===== config.mk =====
export PLATFORM = sky130hd
export DESIGN_NAME = lsu_handshake
export DESIGN_NICKNAME = d
export VERILOG_FILES = /design/src/rtl/lsu_pkg.sv /design/src/rtl/lsu_lane_align.sv /design/src/rtl/lsu_handshake.sv
export SDC_FILE = /design/constraint.sdc
export NUM_CORES = 1
export LEC_CHECK = 0
export CORE_MARGIN = 4
export CORE_UTILIZATION = 42
export CTS_BUF_LIST = sky130_fd_sc_hd__clkbuf_16
export CTS_CLUSTER_SIZE = 25
export DETAILED_ROUTE_END_ITERATION = 7
export PLACE_DENSITY = 0.82
export SYNTH_ARGS = -nofsm -noshare
export SYNTH_HDL_FRONTEND = slang
export SYNTH_HIERARCHICAL = 1
export SYNTH_SLANG_ARGS = --single-unit

===== constraint.sdc =====
create_clock -name CLK -period 3.6 [get_ports CLK]
set_input_delay 0.36 -clock CLK [delete_from_list [all_inputs] [get_ports CLK]]
set_output_delay 0.36 -clock CLK [all_outputs]
set_load 0.02 [all_outputs]

===== src/rtl/lsu_pkg.sv =====
// Shared types and funct3 encodings for the load/store unit.
package lsu_pkg;

   typedef enum logic [1:0] {
      IDLE = 2'd0,
      BUSY = 2'd1,
      RESP = 2'd2
   } lsu_state_e;

   localparam logic [2:0] F3_B  = 3'd0;
   localparam logic [2:0] F3_H  = 3'd1;
   localparam logic [2:0] F3_W  = 3'd2;
   localparam logic [2:0] F3_D  = 3'd3;
   localparam logic [2:0] F3_BU = 3'd4;
   localparam logic [2:0] F3_HU = 3'd5;
   localparam logic [2:0] F3_WU = 3'd6;

   function automatic logic [3:0] access_bytes(input logic [2:0] f3);
      case (f3[1:0])
         2'd0:    return 4'd1;
         2'd1:    return 4'd2;
         2'd2:    return 4'd4;
         default: return 4'd8;
      endcase
   endfunction

endpackage


===== src/rtl/lsu_lane_align.sv =====
// Combinational lane steering: store replication / byte enables, load lane select / extension.
module lsu_lane_align
   import lsu_pkg::*;
#(
   parameter int XLEN = 32
) (
   input  logic [2:0]                  funct3,
   input  logic [$clog2(XLEN/8)-1:0]   off,
   input  logic [XLEN-1:0]             wdata,
   input  logic [XLEN-1:0]             rdata,
   output logic [XLEN-1:0]             st_data,
   output logic [XLEN/8-1:0]           byte_en,
   output logic [XLEN-1:0]             ld_data
);

   localparam int NB = XLEN / 8;

   logic [NB-1:0]   size_mask;
   logic [XLEN-1:0] shifted;

   always_comb begin
      case (funct3[1:0])
         2'd0:    st_data = {NB{wdata[7:0]}};
         2'd1:    st_data = {(NB/2){wdata[15:0]}};
         2'd2:    st_data = {(XLEN/32){wdata[31:0]}};
         default: st_data = wdata;
      endcase
   end

   always_comb begin
      case (funct3[1:0])
         2'd0:    size_mask = NB'(8'h01);
         2'd1:    size_mask = NB'(8'h03);
         2'd2:    size_mask = NB'(8'h0F);
         default: size_mask = NB'(8'hFF);
      endcase
      byte_en = size_mask << off;
   end

   assign shifted = rdata >> {off, 3'b000};

   always_comb begin
      case (funct3)
         F3_B:    ld_data = XLEN'($signed(shifted[7:0]));
         F3_H:    ld_data = XLEN'($signed(shifted[15:0]));
         F3_W:    ld_data = XLEN'($signed(shifted[31:0]));
         F3_BU:   ld_data = XLEN'(shifted[7:0]);
         F3_HU:   ld_data = XLEN'(shifted[15:0]);
         F3_WU:   ld_data = XLEN'(shifted[31:0]);
         default: ld_data = shifted;
      endcase
   end

endmodule


===== src/rtl/lsu_handshake.sv =====
// Load/store unit with valid/ready memory handshake, stall generation and bus timeout.
//   state | meaning
//   IDLE  | no access in flight; accepts a new request
//   BUSY  | memory request held until MEM_ready or timeout
//   RESP  | one-cycle completion; load result presented, next request accepted
module lsu_handshake
   import lsu_pkg::*;
#(
   parameter int XLEN    = 32,
   parameter int ADDR_W  = 32,
   parameter int TIMEOUT = 255
) (
   input  logic                CLK,
   input  logic                rst,
   input  logic                req_valid,
   input  logic                req_store,
   input  logic [2:0]          req_funct3,
   input  logic [ADDR_W-1:0]   req_addr,
   input  logic [XLEN-1:0]     req_wdata,
   input  logic [4:0]          req_rd,
   output logic                stall,
   output logic                resp_valid,
   output logic [4:0]          resp_rd,
   output logic [XLEN-1:0]     resp_data,
   output logic                exc_misalign,
   output logic                exc_illegal,
   output logic                exc_timeout,
   output logic [ADDR_W-1:0]   MEM_addr,
   output logic [XLEN-1:0]     MEM_WR_out,
   output logic [XLEN/8-1:0]   MEM_byte_en,
   output logic [2:0]          MEM_type,
   output logic                MEM_rd_en,
   output logic                MEM_wr_en,
   input  logic                MEM_ready,
   input  logic [XLEN-1:0]     MEM_data
);

   localparam int NB    = XLEN / 8;
   localparam int OFF_W = $clog2(NB);
   localparam int CNT_W = (TIMEOUT > 1) ? $clog2(TIMEOUT) : 1;

   lsu_state_e         state;
   logic [CNT_W-1:0]   cnt;
   logic               lat_store;
   logic [OFF_W-1:0]   lat_off;
   logic [4:0]         lat_rd;

   logic               f3_legal;
   logic               misalign;
   logic [3:0]         acc_sz;
   logic               accept_ok;
   logic [2:0]         al_f3;
   logic [OFF_W-1:0]   al_off;
   logic [XLEN-1:0]    al_wdata;
   logic [NB-1:0]      al_be;
   logic [XLEN-1:0]    al_rdata;

   always_comb begin
      f3_legal = 1'b0;
      if (req_store) begin
         case (req_funct3)
            F3_B, F3_H, F3_W: f3_legal = 1'b1;
            F3_D:             f3_legal = (XLEN == 64);
            default:          f3_legal = 1'b0;
         endcase
      end else begin
         case (req_funct3)
            F3_B, F3_H, F3_W, F3_BU, F3_HU: f3_legal = 1'b1;
            F3_D, F3_WU:                    f3_legal = (XLEN == 64);
            default:                        f3_legal = 1'b0;
         endcase
      end
   end

   assign acc_sz    = access_bytes(req_funct3);
   assign misalign  = |(req_addr[2:0] & 3'(acc_sz - 4'd1));
   assign accept_ok = req_valid && (state != BUSY) && f3_legal && !misalign;

   // Reset gates stall so every output reads 0 while rst is high.
   assign stall = !rst && ((state == BUSY) || accept_ok);

   // Steering shares one aligner: request fields at acceptance, latched fields in BUSY.
   assign al_f3  = (state == BUSY) ? MEM_type : req_funct3;
   assign al_off = (state == BUSY) ? lat_off  : req_addr[OFF_W-1:0];

   lsu_lane_align #(.XLEN(XLEN)) u_align (
      .funct3  (al_f3),
      .off     (al_off),
      .wdata   (req_wdata),
      .rdata   (MEM_data),
      .st_data (al_wdata),
      .byte_en (al_be),
      .ld_data (al_rdata)
   );

   always_ff @(posedge CLK or posedge rst) begin
      if (rst) begin
         state        <= IDLE;
         cnt          <= '0;
         lat_store    <= 1'b0;
         lat_off      <= '0;
         lat_rd       <= '0;
         resp_valid   <= 1'b0;
         resp_rd      <= '0;
         resp_data    <= '0;
         exc_misalign <= 1'b0;
         exc_illegal  <= 1'b0;
         exc_timeout  <= 1'b0;
         MEM_addr     <= '0;
         MEM_WR_out   <= '0;
         MEM_byte_en  <= '0;
         MEM_type     <= '0;
         MEM_rd_en    <= 1'b0;
         MEM_wr_en    <= 1'b0;
      end else begin
         resp_valid   <= 1'b0;
         exc_misalign <= 1'b0;
         exc_illegal  <= 1'b0;
         exc_timeout  <= 1'b0;
         case (state)
            IDLE, RESP: begin
               state <= IDLE;
               if (req_valid) begin
                  if (!f3_legal) begin
                     exc_illegal <= 1'b1;
                  end else if (misalign) begin
                     exc_misalign <= 1'b1;
                  end else begin
                     state       <= BUSY;
                     cnt         <= '0;
                     lat_store   <= req_store;
                     lat_off     <= req_addr[OFF_W-1:0];
                     lat_rd      <= req_rd;
                     MEM_addr    <= req_addr & ~ADDR_W'(NB - 1);
                     MEM_WR_out  <= req_store ? al_wdata : '0;
                     MEM_byte_en <= al_be;
                     MEM_type    <= req_funct3;
                     MEM_rd_en   <= !req_store;
                     MEM_wr_en   <= req_store;
                  end
               end
            end
            BUSY: begin
               cnt <= cnt + 1'b1;
               if (MEM_ready) begin
                  MEM_rd_en <= 1'b0;
                  MEM_wr_en <= 1'b0;
                  state     <= RESP;
                  if (!lat_store) begin
                     resp_valid <= 1'b1;
                     resp_rd    <= lat_rd;
                     resp_data  <= al_rdata;
                  end
               end else if ((TIMEOUT != 0) && (cnt == CNT_W'(TIMEOUT - 1))) begin
                  MEM_rd_en   <= 1'b0;
                  MEM_wr_en   <= 1'b0;
                  exc_timeout <= 1'b1;
                  state       <= IDLE;
               end
            end
            default: state <= IDLE;
         endcase
      end
   end

endmodule


# Word-level counts from Yosys, hierarchy flattened
# Index checks and enable logic that the tools add are counted.
dict set report word_totals {
  inputBits 109
  register_bits 130
  out_inout_bits 115
}
dict set report op_classes {
  n_eq_ne 18
  n_reduce_logical 22
  muxes 43
  bitwise 3
  add_sub_neg 2
  shift 2
}
# op count
set op_table {}
lappend op_table {{$pmux 32 s4} 1}
lappend op_table {{$pmux 32 s2} 1}
lappend op_table {{$mux 32} 1}
lappend op_table {{$shr 32x5->32} 1}
lappend op_table {{$mux 1} 27}
lappend op_table {{$mux 8} 3}
lappend op_table {{$pmux 8 s2} 1}
lappend op_table {{$eq 3x3->1 const B} 4}
lappend op_table {{$pmux 3 s3} 1}
lappend op_table {{$add 8x1->8 const B} 1}
lappend op_table {{$eq 8x8->1 const B} 1}
lappend op_table {{$pmux 4 s2} 1}
lappend op_table {{$reduce_and 4->1} 2}
lappend op_table {{$eq 2x1->1 const B} 3}
lappend op_table {{$eq 3x1->1 const B} 2}
lappend op_table {{$logic_not 2->1} 3}
lappend op_table {{$logic_not 3->1} 2}
lappend op_table {{$mux 2} 3}
lappend op_table {{$ne 2x2->1 const B} 3}
lappend op_table {{$reduce_or 3->1} 2}
lappend op_table {{$reduce_and 5->1} 1}
lappend op_table {{$reduce_or 5->1} 1}
lappend op_table {{$eq 2x2->1 const B} 2}
lappend op_table {{$logic_and 1x1->1} 4}
lappend op_table {{other kinds (15)} 19}

# Logic depth before layout (Yosys ltp)
# Gate-level depths: netlist (run 1).
dict set report depth {
  ltp_word 9
  mapped_depth 10
  depth_no_buf 7
}

# By module
# Netlist (run 1), hierarchy kept.
# mod cells_each area_per_inst_um2 n_inst seq_area_each_um2
set by_module_without_submodules {}
lappend by_module_without_submodules {lsu_handshake 400 5326.4 1 3253.1}
lappend by_module_without_submodules {lsu_lane_align 163 1229.9 1 0.0}

# Worst setup path before layout (run 1)
# OpenSTA, ideal clock, no wires.
dict set report synth_timing {
  path_kind {register to register}
  from {register state[0]}
  to {register resp_data[22]}
  synth_period_minus_slack_ps 2243
  slack_ps 1357
  arrival_ps 2119
  stages_incl_launch_ff 10
  required_ps 3475
  n_path_buf 2
  path_cell_list {dfrtp_1 -> nand2b_1 -> clkbuf_1 -> nand2_1 -> nand2_1 -> mux2_4 -> nor3_4 -> buf_2 -> o22ai_1 -> mux2_2}
}
dict set report synth_via {
  elab_chain_cells 4
}
# item line_no
set synth_lines {}
lappend synth_lines {{start, declared} lsu_handshake.sv:42} ;# lsu_state_e state;
lappend synth_lines {{start signal, assigned} lsu_handshake.sv:98} ;# state <= IDLE;
lappend synth_lines {{start signal, assigned} lsu_handshake.sv:122} ;# state <= IDLE;
lappend synth_lines {{start signal, assigned} lsu_handshake.sv:129} ;# state <= BUSY;
lappend synth_lines {{$eq 2x1->1} lsu_handshake.sv:84} ;# assign al_off = (state == BUSY) ? lat_off : req_addr[OFF_W-1:0];
lappend synth_lines {{$mux 2} lsu_handshake.sv:84}
lappend synth_lines {{via al_off[1]} lsu_handshake.sv:53} ;# logic [OFF_W-1:0] al_off;
lappend synth_lines {{$shr 32x5->32} lsu_lane_align.sv:40} ;# assign shifted = rdata >> {off, 3'b000};
lappend synth_lines {{$pmux 32 s4} lsu_lane_align.sv:43} ;# case (funct3)
lappend synth_lines {{via al_rdata[22]} lsu_handshake.sv:56} ;# logic [XLEN-1:0] al_rdata;
lappend synth_lines {{end signal, assigned} lsu_handshake.sv:152} ;# resp_data <= al_rdata;
lappend synth_lines {{end, declared} lsu_handshake.sv:24} ;# output logic [XLEN-1:0] resp_data,
# The timed path passes the listed nets, and every way through them passes these cells.
# A chain may end at the register's enable or synchronous reset.

# Worst setup path after layout (run 1)
dict set report layout_timing {
  from {register state[0]}
  to {register resp_data[18]}
}
# Same word-level chain as after synthesis.

==> results of run 1 <==
## cell families after synthesis
kind of cell	share of synthesized area [%]
DFF	49.6
other	0.0572
and+or+nand+nor	8.17
xor gates and xnor gates	0.935
AOI/OAI and AO/OA	7.12
buffers and inverters	7.40
muxes	26.3
adders and majority gates	0.382
## per-stage QoR
step / hold WS, ns / worst slack [ns] / util [%]
2_1_floorplan: 0.433 / 1.36 / -
3_3_place_gp: 0.483 / 1.01 / 57.7
3_5_place_dp: 0.492 / 0.926 / 57.7
4_1_cts: 0.352 / 0.912 / 61.8
5_1_grt: 0.381 / 0.651 / 61.8
6_report: 0.352 / 0.874 / 61.8
## report_power, final
group | total [mW] | switching [mW] | internal [mW]
combinational | 2.62 | 1.29 | 1.33
clock | 1.84 | 0.628 | 1.21
sequential | 2.25 | 0.296 | 1.95
## worst max path at each step
stage	from	endpoint	depth (start not counted)
floorplan	state[0]	resp_data[22]	9
global placement	req_funct3[0]	resp_data[15]	8
detailed placement	state[0]	resp_data[18]	8
CTS	state[0]	resp_data[18]	8
global route	state[0]	resp_data[27]	8
finish	state[0]	resp_data[18]	8
## worst register-to-register path, cell delays in order (launching register included)
cell and delay (ns):
dfrtp_1 0.41, nor2b_1 0.54, nand2_1 0.11, nand2_1 0.17, buf_4 0.35, nor2b_1 0.16
o221ai_4 0.41, o22ai_1 0.17, mux2_2 0.29
## synth_stat cells (all sizes together) (2+ instances only)
cell type and number:
a211oi 7, a21o 3, a21oi 24, and4b 2, buf 40, clkbuf 6, dfrtp 130, ha 2
inv 36, mux2 101, mux2i 58, nand2 62, nand2b 3, nand3 3, nand4 3, nor2 16
nor2b 10, nor3 2, o21ai 13, o22ai 9, o2bb2ai 8, or2 8, xor2 6
## layout make-up
| cell class | instances | area [sq um] |
|---|---|---|
| fill | 1226 | 5820 |
| timing repair buffer | 232 | 2320 |
| multi-input combinational | 352 | 2830 |
| clock inverter | 15 | 200 |
| sequential | 130 | 3250 |
| tap | 211 | 264 |
| clock buffer | 17 | 425 |
| inverter | 36 | 139 |
## flip-flops by register name, summed over array words and instances (netlist names)
signal and cells:
exc_illegal 1, lat_off 2, MEM_byte_en 4, MEM_addr 30
exc_timeout 1, lat_rd 5, MEM_wr_en 1, MEM_rd_en 1
resp_data 32, cnt 8, lat_store 1, exc_misalign 1
resp_valid 1, MEM_type 3, resp_rd 5, state 2
MEM_WR_out 32
## routing by layer
metal  share of wire, %  up-vias
met5                  0        -
met4                2.9        0
met3                8.2       44
met2                 49      219
met1                 40     2431
li1                   -     2344
==> PnR_summary.wiki, run 1 <==
{| class="wikitable"
! Metric !! Value
|-
| R2r worst-path depth || 8
|-
| Routed wire per std cell || 18.0 um
|-
| EDFF count, synth || 0
|-
| Final Net Count || between 800 and 900
|-
| Transition time at the pin with the least slew margin || 0.621 ns
|-
| Post-synthesis average cell area || 11.6 sq um
|-
| Final weighted congestion in routability-driven placement || 0.858
|-
| Cell Area, Synth || 6560 sq um
|-
| Starting density of the core || 43.0%
|-
| Minimum clock period after layout || 2.73 ns
|-
| Count of max-cap constraint violations || 0
|-
| Die Outline Area || 17,700 sq um
|-
| Root buffer cell || clkbuf_16
|-
| Cell type with the largest total area after synthesis || dfrtp_1
|-
| Cell family with the largest share of critical-path delay || simple AND/OR/NAND/NOR gates
|-
| Category of the most critical setup path || reg -> reg
|-
| Sink count of the clock tree || 130
|-
| Hold-fix buffer count after cts || 0
|-
| Number of clock buffers inserted by TritonCTS || 17
|-
| Worst rel slew slack || a little under 60%
|-
| Antenna Nets Post-Route || 0
|-
| Clock Skews || 0.00755 ns
|-
| Required time reported for the critical path endpoint || roughly 3.9 ns
|-
| Final setup vio count || 0
|-
| GRT Overall Usage || 20.5%
|-
| End of the worst register-to-register path || resp_data[18]
|-
| Maximum number of pins on one net before global-route repair || 70
|-
| Setup TNS || 0 ns
|-
| CP max FO || 29
|-
| Number of antenna violations at the first check in global routing || 0
|-
| Htree depth || 4
|-
| Final HPWL DP || ~13,000 um
|-
| Dpl cells || 961
|-
| Vias post-DR || 5,038
|-
| Post-CTS Repair Setup Buffers || 0
|-
| Worst min path class || in -> async
|-
| Number of warnings reported in the yosys synthesis log || 6
|-
| Area share of the largest cell type after synthesis || about 50%
|-
| Fraction of layout instances using a drive strength above 1 || 19.7%
|-
| Grt ovf || 0
|-
| Crit Reg-Reg Startpoint || state[0]
|-
| Violation count after the first detailed-route iteration || about 340
|-
| Antenna Cells || 0
|-
| Leading cell types by total area after synthesis || dfrtp_1 (50%), mux2_2 (17%), mux2i_1 (8.9%)
|-
| Number of buffer and inverter stages on the critical path || 1
|-
| Num rows || between 40 and 50
|-
| Router iterations before antenna repair || 5
|-
| Met3 track demand over resource || 7.38%
|-
| Clk slew on worst S/H paths || 0.05 ns
|-
| Count of input and output buffers || approximately 220
|-
| Number of global-route vias before repair || between 5k and 6k
|-
| Core region area || 15,300 sq um
|-
| Cell area after layout || 9430 sq um
|-
| Crit path max-delay cell type || nor2b_1
|-
| FMAX || 367 MHz
|-
| Clock tree from TritonCTS || built
|-
| Number of synthesized register bits || 130
|-
| Global-route track usage on met2 || between 30% and 40%
|-
| LEAKAGE || ~4.0 nW
|-
| Worst path arrival time || 3.02 ns
|-
| Async set-or-reset flop fraction in the synthesized netlist || 100%
|-
| Most used cells in the layout excluding fill and tap cells || clkdlybuf4s50_1 (221), dfrtp_1 (130), mux2_2 (99), nand2_1 (62), mux2i_1 (58)
|-
| Part of the Yosys area used for sequential elements || 49.6%
|-
| Area after DPL || ~8800 sq um
|-
| Routed WL || 17,900 um
|-
| Clock latency of the later-clocked register in the worst-skew pair || 0.41 ns
|-
| Critical path startpoint category || flip-flop
|-
| Cell Pwr Density || 711 nW/um^2
|-
| Count of pins on the block boundary || around 220
|-
| Max-slew violation total from the final report || 0
|-
| Post-cts resize count || 0
|-
| Most frequently used flop master after synthesis || dfrtp_1
|-
| Setup repair after global routing missed its margin || false
|-
| Met1 Usage GRT || 25.1%
|-
| List of cells traversed by the critical path || nor2b_1 -> nand2_1 -> nand2_1 -> buf_4 -> nor2b_1 -> o221ai_4 -> o22ai_1 -> mux2_2
|-
| Kind of end point of the critical path || flip-flop
|-
| Vias per inst || 5.07
|-
| Signed area change from the synthesized netlist to the final layout || 43.9%
|-
| GRT Max-Usage Layer || met2
|-
| Largest stage delay on the critical path || 0.54 ns
|-
| Final worst path period share || 75.7%
|-
| Global-route wire length before repair || around 29,000 um
|-
| Number of instances in the synthesized netlist || 563
|-
| Number of cells in the finished layout apart from fillers || ~990
|-
| Most common cell after layout, fill and taps aside || clkdlybuf4s50_1
|-
| Final Hold Vio Count || 0
|-
| Max Root-Sink Buffers || 2
|-
| Count of distinct cell types in the synthesized netlist || 42
|-
| Worst-case vdd ir drop || 0.407 mV
|-
| Vertical extent of the die || 133 um
|-
| Detailed-route DRC error count || 0
|-
| Post-layout power || 6.71 mW
|-
| X dimension of the die || 133 um
|-
| Outcome || completed
|-
| Setup slack of the most critical reg-to-reg path || 0.87 ns
|}
(Power assumes the default switching activity.)
==> run 2: changes to the inputs <==
clock period = 2.3 ns   (was 3.6 ns; I/O delays follow)
==> run 2 against run 1 <==
Critical path depth stayed put. Register-to-register slack worse by 0.75 ns. Sequential power is 56% higher. Hold slack worse by 0.029 ns. First-iteration DRC count is 15% lower. Via count is 1.6% higher. Sequential share of layout area is 0.44 points lower. Routed wire length hardly changed. Global-route usage is 0.088 points lower. Final cell count is 1.6% higher. Design area is 1.3% higher. Maximum frequency is 25% higher. Largest power group unchanged.
==> PnR_summary.wiki, run 2 (synthesized netlist as in run 1, its figures left out) <==
{| class="wikitable"
! Metric !! Value
|-
| Routed wire per std cell || 17.7 um (-1.7%)
|-
| Startpoint of the worst setup timing path || state[1]
|-
| Required time reported for the critical path endpoint || 2.59 ns (-1.30 ns)
|-
| Outcome || completed
|-
| Root buffer cell || clkbuf_16
|-
| FMAX || 460 MHz (+25%)
|-
| Count of input and output buffers || 221 (unchanged)
|-
| Count of pins on the block boundary || 224 (unchanged)
|-
| Num rows || 45 (unchanged)
|-
| Sink count of the clock tree || 130 (unchanged)
|-
| Global-route wire length before repair || 28,800 um (-0.31%)
|-
| Top flop regs || MEM_WR_out x32, resp_data x32, MEM_addr x30
|-
| Core region area || 15,300 sq um (unchanged)
|-
| Signed area change from the synthesized netlist to the final layout || 45.7%
|-
| Final Net Count || 898 (+2.0%)
|-
| Violation count after the first detailed-route iteration || 286 (-15%)
|-
| Number of global-route vias before repair || 5,498 (+0.90%)
|-
| Worst path arrival time || 2.46 ns (-0.56 ns)
|-
| X dimension of the die || 133 um (unchanged)
|-
| Minimum clock period after layout || 2.17 ns (-0.553 ns)
|-
| Vertical extent of the die || 133 um (unchanged)
|-
| Final HPWL DP || 13,600 um (+3.7%)
|-
| Max-slew violation total from the final report || 0 (unchanged)
|-
| Fraction of layout instances using a drive strength above 1 || 21.8% (+2.1 points)
|-
| Count of max-cap constraint violations || 0 (unchanged)
|-
| Clk slew on worst S/H paths || 0.05 ns (about the same)
|-
| Clock latency of the later-clocked register in the worst-skew pair || 0.41 ns (about the same)
|-
| Critical path startpoint category || flip-flop
|-
| Antenna Cells || 0 (unchanged)
|-
| Grt ovf || 0 (unchanged)
|-
| LEAKAGE || 4.12 nW (+2.3%)
|-
| Vias post-DR || 5,117 (+1.6%)
|-
| Detailed-route DRC error count || 0 (unchanged)
|-
| Category of the most critical setup path || reg -> reg
|-
| Kind of end point of the critical path || flip-flop
|-
| Setup WS pre-CTS || -0.00956 ns (-0.936 ns)
|-
| Final Hold Vio Count || 0 (unchanged)
|-
| Starting density of the core || 43.0% (unchanged)
|-
| Most used cells in the layout excluding fill and tap cells || clkdlybuf4s50_1 (220), dfrtp_1 (130), mux2_2 (99), nand2_1 (60), mux2i_1 (58)
|-
| Clock Skews || 0.00525 ns (-0.00229 ns)
|-
| Final setup vio count || 0 (unchanged)
|-
| GRT Overall Usage || 20.4% (-0.088 points)
|-
| R2r worst-path depth || 8 (unchanged)
|-
| Clock tree from TritonCTS || built
|-
| Most common cell after layout, fill and taps aside || clkdlybuf4s50_1
|-
| Setup TNS || 0 ns (unchanged)
|-
| Die Outline Area || 17,700 sq um (unchanged)
|-
| Vias per inst || 5.07 (about the same)
|-
| # fillers || 1,195 (-2.5%)
|-
| Routed WL || 17,900 um (about the same)
|-
| End of the worst register-to-register path || resp_data[9]
|-
| Final weighted congestion in routability-driven placement || 0.847 (-1.3%)
|-
| Crit Reg-Reg Startpoint || state[1]
|-
| Capturing instance or port of the critical path || resp_data[9]
|-
| Post-layout power || 10.2 mW (+52%)
|-
| Htree depth || 4 (unchanged)
|-
| Max Root-Sink Buffers || 2 (unchanged)
|-
| CP max FO || 8 (-72%)
|-
| Worst-case vdd ir drop || 0.626 mV (+54%)
|-
| Antenna Nets Post-Route || 0 (unchanged)
|-
| Setup repair after global routing missed its margin || false
|-
| Worst-case setup margin in the final layout || 0.127 ns (-0.747 ns)
|-
| Worst min path class || in -> async
|-
| Maximum number of pins on one net before global-route repair || 74 (+5.7%)
|-
| Final worst path period share || 94.5% (+19 points)
|-
| Cell Pwr Density || 1060 nW/um^2 (+50%)
|-
| Number of clock buffers inserted by TritonCTS || 17 (unchanged)
|-
| Number of antenna violations at the first check in global routing || 0 (unchanged)
|-
| Router iterations before antenna repair || 4 (-1)
|-
| Setup slack of the most critical reg-to-reg path || 0.13 ns (-0.75 ns)
|}
==> run 2: cell types whose count changed in the layout (fill, tap and decap cells not counted), sizes merged <==
cell,before,now
buf,11,29
bufinv,5,2
clkdlybuf4s50,221,220
dlymetal6s2s,0,1
inv,39,40
==> run 2: worst min-delay path by stage <==
stage / endpoint / startpoint / slack (ns)
2_1_floorplan: exc_timeout / MEM_ready / 0.30
3_3_place_gp: resp_rd[0] / lat_rd[0] / 0.48
3_5_place_dp: lat_rd[0] / lat_rd[0] / 0.49
4_1_cts: MEM_addr[31] / rst / 0.33
5_1_grt: MEM_addr[31] / rst / 0.36
6_report: exc_timeout / rst / 0.32
==> run 2: metal layers <==
| metal | up-vias | global-route usage (%) | routed length (um) |
|---|---|---|---|
| met5 | - | 0 | 0 |
| met4 | 0 | 7.68 | 387 |
| met2 | 207 | 33.4 | 8950 |
| met3 | 35 | 6.96 | 1370 |
| li1 | 2372 | - | - |
| met1 | 2503 | 25.0 | 7180 |
==> run 2: critical path, cell delays in order, from the launching register on <==
cell and delay (ns):
dfrtp_1 0.40, nand2b_2 0.26, nand2_1 0.10, nand2_1 0.17
mux2_4 0.38, a221oi_4 0.25, buf_4 0.19, a21oi_1 0.05
mux2_2 0.26
==> run 2: where the power goes <==
part | leakage (nW) | internal, mW | switching [mW]
sequential | 1.62 | 3.06 | 0.468
combinational | 2.22 | 2.15 | 2.02
clock | 0.286 | 1.54 | 0.929
==> run 2: area by class of cell <==
class | instances | area, sq um | area share, %
clock buffer | 17 | 425 | 4.45
clock inverter | 13 | 108 | 1.13
inverter | 36 | 139 | 1.45
multi-input combinational | 352 | 2840 | 29.7
sequential | 130 | 3250 | 34.0
tap | 211 | 264 | 2.76
timing repair buffer | 250 | 2520 | 26.4
==> run 2: repair_timing <==
item,in CTS,in global routing
endpoints found under the setup margin,0,11
hold buffers,0,0
resized for setup,0,6
setup buffers,0,1
hold endpoints to repair,0,0
==> run 2: metrics by stage <==
stage	std cells	utilization (%)	cell area, sq um	hold WS [ns]
2_1_floorplan	564	-	6560	0.303
3_3_place_gp	978	59.0	9000	0.484
3_5_place_dp	978	59.0	9000	0.493
4_1_cts	1008	62.5	9530	0.325
5_1_grt	1009	62.6	9560	0.358
6_report	1009	62.6	9560	0.323
==> run 3: changes to the inputs <==
CORE_UTILIZATION = 46   (was 42)
GPL_TIMING_DRIVEN = 0   (was default)
PLACE_DENSITY = 0.85   (was 0.82)
SETUP_SLACK_MARGIN = 0.02   (was default)
clock period = 2.15 ns   (was 2.3 ns; I/O delays follow)
==> run 3 against run 2 <==
The run now ends with setup timing left. Final cell count barely moved. Clock-buffer cell count did not move. Flip-flop and latch count did not move. Design area rose by 4.4%. Hold slack got worse by 0.17 ns. Clock power rose by 22%. Setup slack got worse by 0.16 ns. Sequential power rose by 7.4%. Maximum frequency fell by 0.35%. Die area fell by 8.2%. Global-route usage rose by 2.8 points. Largest cell class unchanged. Highest routed layer unchanged.
==> PnR_summary.wiki, run 3 (synthesized netlist as in run 1, its figures left out) <==
{| class="wikitable"
! Metric !! Value
|-
| Final Hold Vio Count || 0 (unchanged)
|-
| Antenna Cells || 0 (unchanged)
|-
| Required time reported for the critical path endpoint || 2.45 ns (-0.14 ns)
|-
| Signed area change from the synthesized netlist to the final layout || 52.1%
|-
| Fraction of layout instances using a drive strength above 1 || 27.0% (+5.2 points)
|-
| Grt ovf || 0 (unchanged)
|-
| Vertical extent of the die || 127 um (-4.2%)
|-
| Area after DPL || 9050 sq um (+0.63%)
|-
| Footprint of the multi-input gates || 2990 sq um (+5.3%)
|-
| CP max FO || 7 (-1)
|-
| Worst-case vdd ir drop || 0.783 mV (+25%)
|-
| Sink count of the clock tree || 130 (unchanged)
|-
| Die Outline Area || 16,200 sq um (-8.2%)
|-
| Top flop regs || MEM_WR_out x32, resp_data x32, MEM_addr x30
|-
| X dimension of the die || 127 um (-4.2%)
|-
| Clk slew on worst S/H paths || 0.06 ns (about the same)
|-
| Vias post-DR || 5,290 (+3.4%)
|-
| LEAKAGE || 4.33 nW (+5.1%)
|-
| Cell area after layout || 9970 sq um (+4.4%)
|-
| Global-route wire length before repair || 29,600 um (+2.6%)
|-
| Most common cell after layout, fill and taps aside || clkdlybuf4s50_1
|-
| Starting density of the core || 47.1% (+4.1 points)
|-
| Category of the most critical setup path || reg -> reg
|-
| Worst-case setup margin in the final layout || -0.0303 ns (-0.158 ns)
|-
| Worst slack on hold paths || 0.154 ns (-0.169 ns)
|-
| Total area of sequential cells || 3250 sq um (unchanged)
|-
| Max-slew violation total from the final report || 0 (unchanged)
|-
| Number of antenna violations at the first check in global routing || 0 (unchanged)
|-
| Root buffer cell || clkbuf_16
|-
| R2r worst-path depth || 9 (+1)
|-
| Worst path arrival time || 2.48 ns (+0.02 ns)
|-
| Count of pins on the block boundary || 224 (unchanged)
|-
| Routed wire per std cell || 19.2 um (+8.2%)
|-
| Largest stage delay on the critical path || 0.40 ns (about the same)
|-
| Hold depth || 3
|-
| Final HPWL DP || 14,200 um (+4.7%)
|-
| Clock Skews || 0.00970 ns (+0.00445 ns)
|-
| Vias per inst || 5.24 (+3.3%)
|-
| List of cells traversed by the critical path || buf_4 -> nand2b_4 -> nand2_2 -> nand2_4 -> mux2_4 -> o221ai_4 -> buf_6 -> o22ai_1 -> mux2_2
|-
| Antenna Nets Post-Route || 0 (unchanged)
|-
| Final Net Count || 928 (+3.3%)
|-
| Core region area || 13,900 sq um (-8.7%)
|-
| Critical path startpoint category || flip-flop
|-
| Clock tree from TritonCTS || built
|-
| Minimum clock period after layout || 2.18 ns (+0.00765 ns)
|-
| Htree depth || 4 (unchanged)
|-
| Maximum number of pins on one net before global-route repair || 45 (-39%)
|-
| Clock latency of the later-clocked register in the worst-skew pair || 0.42 ns (about the same)
|-
| Failing checks || setup timing
|-
| Worst min path class || in -> reg
|-
| Hold-fix buffer count after cts || 0 (unchanged)
|-
| FMAX || 459 MHz (-0.35%)
|-
| Count of input and output buffers || 220 (-0.45%)
|-
| Count of max-cap constraint violations || 0 (unchanged)
|-
| Final weighted congestion in routability-driven placement || 0.861 (+1.6%)
|-
| Final worst path period share || 101% (+6.9 points)
|-
| # fillers || 954 (-20%)
|-
| Cell Pwr Density || 1150 nW/um^2 (+8.1%)
|-
| Final setup vio count || 7 (+7)
|-
| Crit path max-delay cell type || dfrtp_1
|-
| GRT Overall Usage || 23.2% (+2.8 points)
|-
| Violation count after the first detailed-route iteration || 345 (+21%)
|-
| Most used cells in the layout excluding fill and tap cells || clkdlybuf4s50_1 (219), dfrtp_1 (130), mux2_2 (84), mux2i_1 (58), nand2_1 (57)
|-
| Setup TNS || -0.0749 ns (-0.0749 ns)
|-
| Router iterations before antenna repair || 5 (+1)
|-
| Max Root-Sink Buffers || 2 (unchanged)
|-
| Num rows || 43 (-4.4%)
|-
| Routed WL || 19,400 um (+8.3%)
|-
| Kind of end point of the critical path || flip-flop
|-
| Number of clock buffers inserted by TritonCTS || 17 (unchanged)
|-
| Outcome || complete, but fails checks
|-
| Setup repair after global routing missed its margin || true
|-
| Number of global-route vias before repair || 5,726 (+4.1%)
|-
| Detailed-route DRC error count || 0 (unchanged)
|}
## run 3: changes by cell type in the layout (fill, tap and decap cells not counted), sizes merged
| cell | before | now |
|---|---|---|
| dlymetal6s2s | 1 | 0 |
| inv | 40 | 38 |
| buf | 29 | 56 |
| clkbuf | 17 | 21 |
| clkinvlp | 1 | 6 |
| clkinv | 6 | 3 |
| clkdlybuf4s50 | 220 | 219 |
| dlygate4sd2 | 0 | 1 |
| bufinv | 2 | 4 |
## run 3: per-layer routing
layer	wire [um]	track usage, %	vias to the layer above
met4	584	9.59	0
met5	0	0	-
li1	-	-	2443
met3	1460	6.81	44
met2	9410	38.4	220
met1	7910	28.5	2583
## run 3: critical path, delay by kind of cell, from the launching register on
family / cells / cell delay, ns
buffers and inverters: 2 / 0.31
multiplexers: 2 / 0.64
AND/OR/NAND/NOR: 3 / 0.30
AO/OA/AOI/OAI: 2 / 0.43
flip-flops: 1 / 0.40
## run 3: final cells by class
| type | instances | area share (%) |
|---|---|---|
| Inverter | 36 | 1.39 |
| Sequential cell | 130 | 32.6 |
| Clock buffer | 17 | 4.26 |
| Buffer | 44 | 3.73 |
| Multi-Input combinational cell | 352 | 30.0 |
| Clock inverter | 15 | 1.93 |
| Tap cell | 180 | 2.26 |
| Timing Repair Buffer | 236 | 23.8 |
## run 3: worst paths after layout
check,from,end,slack (ns)
worst max register to register,state[0],resp_data[20],-0.03
min in group asynchronous,rst,resp_data[28],0.20
worst max-delay path,state[0],resp_data[20],-0.03
worst min register to register,resp_data[27],resp_data[27],0.50
max in group asynchronous,rst,MEM_WR_out[14],1.14
worst min-delay path,req_store,MEM_WR_out[26],0.15
## run 3: repair_timing
action / in CTS / in global routing
setup buffers: 9 / 3
setup endpoints to repair: 53 / 47
cloned: 0 / 1
pin swaps: 4 / 5
gates resized for setup: 16 / 44
## run 3: power by group
group	internal, mW	switching [mW]	leakage [nW]
clock	1.93	1.09	0.294
combinational	2.45	2.23	2.42
sequential	3.27	0.510	1.62
total	7.64	3.84	4.33
## run 3: stage by stage
step / total power [mW] / setup WS [ns] / std cells / utilization (%)
finish: 11.5 / -0.0303 / 1010 / 71.6
global route: 12.0 / -0.0835 / 1010 / 71.6
CTS: 11.4 / 0.0171 / 1007 / 70.2
detailed placement: 8.26 / -0.346 / 967 / 65.0
global placement: 8.12 / -0.802 / 964 / 64.6
floorplan: 6.02 / 0.0252 / 564 / -
